File: src/rtl/silly_function_112_if.sv
// Sample/result bundle for the 3-input truth-table block.
interface silly_function_112_if #(
    parameter int unsigned CNT_W = 32
);
    logic             a;
    logic             b;
    logic             c;
    logic             in_valid;
    logic             y_expected;
    logic             check_en;
    logic             y;
    logic             y_q;
    logic             out_valid;
    logic             err_pulse;
    logic [CNT_W-1:0] eval_count;
    logic [CNT_W-1:0] ones_count;
    logic [CNT_W-1:0] err_count;

    // Sample source: drives inputs, observes results.
    modport master (
        output a, b, c, in_valid, y_expected, check_en,
        input  y, y_q, out_valid, err_pulse, eval_count, ones_count, err_count
    );

    // Function block: consumes inputs, produces results.
    modport slave (
        input  a, b, c, in_valid, y_expected, check_en,
        output y, y_q, out_valid, err_pulse, eval_count, ones_count, err_count
    );
endinterface

File: src/rtl/silly_function_112.sv
// y = (~b & ~c) | (a & ~b), with a registered copy and self-check counters.
module silly_function_112 #(
    parameter int unsigned CNT_W = 32
) (
    input  logic                 clk,
    input  logic                 reset,
    silly_function_112_if.slave  bus
);
    localparam logic [CNT_W-1:0] CNT_MAX = '1;
    localparam logic [CNT_W-1:0] CNT_ONE = CNT_W'(1);

    logic             f_c;
    logic             mismatch_c;
    logic             y_q;
    logic             out_valid_q;
    logic             err_pulse_q;
    logic [CNT_W-1:0] eval_q;
    logic [CNT_W-1:0] ones_q;
    logic [CNT_W-1:0] err_q;

    // Function value and check result for the current sample.
    always_comb begin
        f_c        = (~bus.a & ~bus.b & ~bus.c) | (~bus.b & ~bus.c) | (bus.a & ~bus.b);
        mismatch_c = bus.check_en & (f_c != bus.y_expected);
    end

    // Result registers and saturating counters; counters stick at all-ones.
    always_ff @(posedge clk) begin
        if (!reset) begin
            y_q         <= 1'b0;
            out_valid_q <= 1'b0;
            err_pulse_q <= 1'b0;
            eval_q      <= '0;
            ones_q      <= '0;
            err_q       <= '0;
        end else begin
            out_valid_q <= bus.in_valid;
            err_pulse_q <= bus.in_valid & mismatch_c;
            if (bus.in_valid) begin
                y_q <= f_c;
                if (eval_q != CNT_MAX) eval_q <= eval_q + CNT_ONE;
                if (f_c && ones_q != CNT_MAX) ones_q <= ones_q + CNT_ONE;
                if (mismatch_c && err_q != CNT_MAX) err_q <= err_q + CNT_ONE;
            end
        end
    end

    assign bus.y          = f_c;
    assign bus.y_q        = y_q;
    assign bus.out_valid  = out_valid_q;
    assign bus.err_pulse  = err_pulse_q;
    assign bus.eval_count = eval_q;
    assign bus.ones_count = ones_q;
    assign bus.err_count  = err_q;
endmodule

File: src/flat_wrapper.sv
// flat-port wrapper written by rule: the top's interface ports become plain ports
module silly_function_112_flat 
#(
    parameter int unsigned CNT_W = 32
)
  (clk, reset, bus_a, bus_b, bus_c, bus_in_valid, bus_y_expected, bus_check_en, bus_y, bus_y_q, bus_out_valid, bus_err_pulse, bus_eval_count, bus_ones_count, bus_err_count);
  silly_function_112_if #(.CNT_W(CNT_W)) bus_i ();
  input  logic clk;
  input  logic reset;
  input wire logic [$bits(bus_i.a)-1:0] bus_a;
  input wire logic [$bits(bus_i.b)-1:0] bus_b;
  input wire logic [$bits(bus_i.c)-1:0] bus_c;
  input wire logic [$bits(bus_i.in_valid)-1:0] bus_in_valid;
  input wire logic [$bits(bus_i.y_expected)-1:0] bus_y_expected;
  input wire logic [$bits(bus_i.check_en)-1:0] bus_check_en;
  output wire logic [$bits(bus_i.y)-1:0] bus_y;
  output wire logic [$bits(bus_i.y_q)-1:0] bus_y_q;
  output wire logic [$bits(bus_i.out_valid)-1:0] bus_out_valid;
  output wire logic [$bits(bus_i.err_pulse)-1:0] bus_err_pulse;
  output wire logic [$bits(bus_i.eval_count)-1:0] bus_eval_count;
  output wire logic [$bits(bus_i.ones_count)-1:0] bus_ones_count;
  output wire logic [$bits(bus_i.err_count)-1:0] bus_err_count;
  assign bus_i.a = bus_a;
  assign bus_i.b = bus_b;
  assign bus_i.c = bus_c;
  assign bus_i.in_valid = bus_in_valid;
  assign bus_i.y_expected = bus_y_expected;
  assign bus_i.check_en = bus_check_en;
  assign bus_y = bus_i.y;
  assign bus_y_q = bus_i.y_q;
  assign bus_out_valid = bus_i.out_valid;
  assign bus_err_pulse = bus_i.err_pulse;
  assign bus_eval_count = bus_i.eval_count;
  assign bus_ones_count = bus_i.ones_count;
  assign bus_err_count = bus_i.err_count;
  silly_function_112 #(.CNT_W(CNT_W)) u_core (.clk(clk), .reset(reset), .bus(bus_i));
endmodule
File: config.mk
export PLATFORM = sky130hd
export DESIGN_NAME = silly_function_112_flat
export DESIGN_NICKNAME = d
export VERILOG_FILES = /design/src/rtl/silly_function_112_if.sv /design/src/rtl/silly_function_112.sv /design/src/flat_wrapper.sv
export SDC_FILE = /design/constraint.sdc
export NUM_CORES = 1
export LEC_CHECK = 0
export CAP_MARGIN = 30
export CORE_MARGIN = 3
export CORE_UTILIZATION = 40
export CTS_BUF_LIST = sky130_fd_sc_hd__clkbuf_8
export DETAILED_ROUTE_END_ITERATION = 16
export PLACE_DENSITY = 0.65
export SETUP_SLACK_MARGIN = 0.3
export SLEW_MARGIN = 0
export SYNTH_ARGS = -nofsm -noshare
export SYNTH_HDL_FRONTEND = slang
export SYNTH_SLANG_ARGS = --single-unit
File: constraint.sdc
create_clock -name clk -period 2.75 [get_ports clk]
set_clock_uncertainty 0.05 [all_clocks]
set_input_delay 0.275 -clock clk [delete_from_list [all_inputs] [get_ports clk]]
set_output_delay 0.275 -clock clk [all_outputs]
set_load 0.01 [all_outputs]
Word level (Yosys, flattened, before mapping)
Cells that the tools add are included.

Bits in registers: 99. Input bits: 8. Output and inout port bits: 100. Logic and storage cells: 29.

Add/subtract/negate cells: 3. Eq/ne operators: 4. Bitwise gates (word level): 11. Reduce and logical (&&, ||, !) cells: 5.

Operators with widths (count): 32-bit by 1-bit adder with 32-bit output (second input constant) (3); 32-bit inequality test (second input constant) (3); 1-bit bitwise AND (6); 2-bit AND reduction (3); 1-bit NOT (3); 1-bit logical AND (2); 1-bit bitwise OR (2); 1-bit inequality test (1).

Depth between registers and ports, before layout
Depth in word-level cells: 9. Depth in mapped cells: 8. Depth with buffers taken out: 6.

Worst setup path after synthesis
OpenSTA, ideal clock, no wires.

Path kind: register to register. Start point: register u_core.err_q[0], in the netlist u_core.bus.err_count[0]. End point: register u_core.err_q[28], in the netlist u_core.bus.err_count[28]. Library setup time: 70 ps. Arrival: 2299 ps. Required time: 2630 ps. Setup slack: 331 ps. Cell stages (with the launch flop): 9. Buffers on the path: 2. Period minus slack after synthesis: 2419 ps. Cell sequence: dfxtp_1 > ha_1 > nand4_1 > or4_1 > clkbuf_2 > or2_0 > clkbuf_1 > or4_1 > a21oi_1.

Cells in the longest elaborated chain, start to end: 3. Elaborated cells between the ends (all ways): 4. Those cells by class: add/sub: 1; eq/ne: 1; reduce/logical: 2.

RTL lines: start: declaration (line silly_function_112.sv:19) `logic [CNT_W-1:0] err_q;`; start signal: assignment (line silly_function_112.sv:43) `if (mismatch_c && err_q != CNT_MAX) err_q <= err_q + CNT_ONE;`; branches (longest 3 deep; another with 32-bit by 1-bit adder with 32-bit output).

Parallel ways; which one is timed is not known. A chain may end at the register's enable or synchronous reset.

Final worst setup path
Start point: register u_core.err_q[1], in the netlist u_core.bus.err_count[1]. End point: register u_core.err_q[16], in the netlist u_core.bus.err_count[16].

Same word-level chain as after synthesis.

==> flow_summary.json <==
{
  "hold_start": "u_core.bus.err_count[12]",
  "timing.fmax_mhz": 426.1,
  "whs_path_depth": 2,
  "yosys_warnings": 0,
  "drc": 0,
  "ir_drop_v": 0.0002666,
  "clockBufferDepth": 2,
  "drtPass1Iterations": 5,
  "synth_edf_count": 0,
  "hp-class": "register to register",
  "syn_inst": 617,
  "r2r_start": "u_core.bus.err_count[1]",
  "period_needed_ns": 2.347,
  "hold_end": "u_core.bus.err_count[12]",
  "cpMaxStageDelayCell": "or4_4",
  "critPathArrivalTime_ns": 2.60,
  "ys.flop_type": "dfxtp_1",
  "status": "completed",
  "p_total_w": 0.002495,
  "r2r-end": "u_core.bus.err_count[16]",
  "initial_core_util_pct": 41.71,
  "drtIter0Drc": 364,
  "antenna_found_initial": 0,
  "crit_required_ns": 3.00,
  "track_usage_pct": 20.29,
  "grt_pass1_wl_mm": 24.18,
  "vias_per_cell": 5.890,
  "grt_pass1_vias": 4990,
  "async_flop_share_pct": 0,
  "pin_count": 108,
  "multi_input_area_um2": 2994,
  "die_h_um": 119.1,
  "seqCellArea_um2": 1986,
  "synth-seq-cells": 99,
  "grt_max_degree": 46,
  "hpwl_mm": 10.37,
  "max_stage_delay_ns": 0.65,
  "slew_viol_final": 0,
  "cp-end-kind": "register",
  "fp.coreArea_um2": 12260,
  "syn_nets": 628,
  "gp_congestion": 0.8365,
  "power_leakage_nw": 2.039,
  "via_count": 5354,
  "clk_pin_slew_worst_paths_ns": 0.10,
  "final_layout_size_suffix_gt1_share_pct": 9.189,
  "synth_cell_types": 52,
  "cts_buffers": 9,
  "synth_area_um2": 5115,
  "powerDensity_nw_per_um2": 370.8,
  "antenna_left": 0,
  "die_x_um": 119.1,
  "critical_path_class": "register to register",
  "clock_latency_ns": 0.38,
  "rr_worst_depth": 6,
  "avgSynthCellArea_um2": 8.290,
  "crit_path_start_kind": "register",
  "h-tree-depth": 3,
  "nFillCells": 1160,
  "reg2reg_slack_ns": 0.40,
  "worstMarginPinSlew_ns": 0.9932,
  "portBuffers": 107,
  "fin_crit_sh_pct": 85.35,
  "core.rowCount": 40,
  "drt-wirelength-per-cell_um": 16.18,
  "ys_seq_area_share_pct": 38.75,
  "overflow": 0,
  "cap_violations": 0,
  "cts_tree": "yes",
  "cts-root-buf": "clkbuf_8",
  "critical_path.cell_chain": "ha_2 > nand4_1 > or4_4 > o21bai_4 > or4_1 > a21oi_1",
  "die_area_um2": 14180,
  "final-setup-viol-count": 0,
  "rsz0062_at_grt": "true",
  "cp_max_fo": 8,
  "final_hold_viol_count": 0,
  "cts_sinks": 99,
  "fin_setup_tns_ns": 0,
  "slew_headroom_pct": 33.54,
  "area_growth_pct": 31.56,
  "nNetsFinal": 746,
  "routed_wl_mm": 14.71
}
[layout make-up]
type | instances | share of cell area, %
multi-input cells | 476 | 44.50
flip-flops and latches | 99 | 29.51
repair buffers | 136 | 19.26
well taps | 168 | 3.124
clock buffers | 13 | 2.659
inverters | 13 | 0.7252
clock inverters | 3 | 0.1859
diodes | 1 | 0.03719
[registers in the layout, indices dropped and copies added (netlist names)]
name	cells
u_core.bus.err_count	32
u_core.bus.eval_count	32
u_core.bus.ones_count	32
u_core.bus.err_pulse	1
u_core.bus.out_valid	1
u_core.bus.y_q	1
[critical path: cells and delay by family, from the launching register on]
| kind | cells | cell delay (ns) |
|---|---|---|
| adders and majority gates | 1 | 0.20 |
| AOI/OAI and AO/OA | 2 | 0.37 |
| DFF | 1 | 0.35 |
| and+or+nand+nor | 3 | 1.29 |
[synthesized netlist by cell type (2+ instances only)]
cell	count	area [um2]
inv_1	13	48.80
o211ai_1	4	30.03
clkbuf_2	2	10.01
o2111ai_1	2	17.52
or4b_1	2	20.02
and2_1	7	43.79
or3_1	27	168.9
xor2_1	4	35.03
nand2b_1	17	106.4
nor4_2	3	37.54
o31ai_1	34	255.2
dfxtp_1	99	1982
nor3_1	11	55.05
mux2i_1	17	170.2
nand2_1	57	214.0
and3_1	4	25.02
clkbuf_1	16	60.06
nor4_1	15	93.84
a211oi_1	3	22.52
o41ai_1	3	26.28
nor4b_1	2	17.52
nor4_4	2	42.54
nand3_1	30	150.1
ha_1	3	37.54
xnor2_1	8	70.07
o311ai_0	2	17.52
o21ai_0	30	150.1
buf_2	9	45.04
a21oi_1	61	305.3
or4b_2	3	30.03
or4_1	36	270.3
nor2_1	32	120.1
and4_1	9	78.83
nand4_1	32	200.2
[how the worst max path moves through the flow]
| stage | startpoint | end | depth (start not counted) |
|---|---|---|---|
| floorplan | u_core.bus.err_count[0] | u_core.bus.err_count[28] | 8 |
| global placement | bus_in_valid | u_core.bus.ones_count[27] | 6 |
| finish | u_core.bus.err_count[1] | u_core.bus.err_count[16] | 6 |
| CTS | u_core.bus.err_count[0] | u_core.bus.err_count[16] | 6 |
| global route | u_core.bus.eval_count[11] | u_core.bus.eval_count[31] | 5 |
| detailed placement | bus_in_valid | u_core.bus.ones_count[27] | 6 |
[power breakdown]
group          switching [W]  leakage [nW]  total [W]  internal, W
logic              0.0000702          1.13   0.000112    0.0000422
registers         0.00000854         0.799    0.00145      0.00144
clock network       0.000513         0.108   0.000934     0.000422
total               0.000592          2.04    0.00249      0.00190
[per-stage QoR]
stage / setup WS (ns) / hold WS (ns) / instance area [um2] / utilization (%) / std cells
floorplan: 0.3305 / 0.3744 / 5115 / - / 617
global placement: 0.1970 / 0.4171 / 6456 / 52.65 / 887
detailed placement: 0.1126 / 0.4344 / 6456 / 52.65 / 887
CTS: 0.3001 / 0.4259 / 6651 / 54.24 / 903
global route: 0.2635 / 0.4575 / 6726 / 54.86 / 908
finish: 0.4030 / 0.4404 / 6729 / 54.88 / 909
[kinds of logic after synthesis]
logic type / after synthesis / synth area share [%]
and+or+nand+nor: 297 / 34.17
AOI/OAI and AO/OA: 147 / 17.39
DFF: 99 / 38.75
buffers and inverters: 42 / 3.572
muxes: 17 / 3.327
xor gates and xnor gates: 12 / 2.055
adders and majority gates: 3 / 0.7339
[layer usage]
metal  global-route usage (%)  wire length [um]  vias to the layer above
met4                    5.648               208                        0
met1                    25.62              6555                     2564
met2                    33.91              7106                      162
met5                        0                 0                        -
met3                    5.651               841                       26
li1                         -                 -                     2602
[what timing repair did]
| item | CTS | global route |
|---|---|---|
| hold buffers | 0 | 0 |
| setup endpoints to repair | 26 | 38 |
| buffers inserted | 0 | 5 |
| resized for setup | 1 | 11 |
| pin swaps | 0 | 6 |
[layout by cell type (no fill, tap or decap), types with 4 or more instances in the layout]
cell type and count:
xnor2_1 8, clkbuf_8 13, nand2_1 57, nand2b_1 17, and3_1 4, or4_1 34, nor4_1 15, nor2_1 32
inv_1 14, dfxtp_1 96, xor2_1 4, nand4_1 32, mux2i_1 17, nor3_1 11, o211ai_1 4, and2_1 7
o31ai_1 33, o21ai_0 30, clkdlybuf4s50_1 106, or3_1 27, nand3_1 30, a21oi_1 61, and4_1 9, buf_4 28
Power figures use the tool's default switching activity.
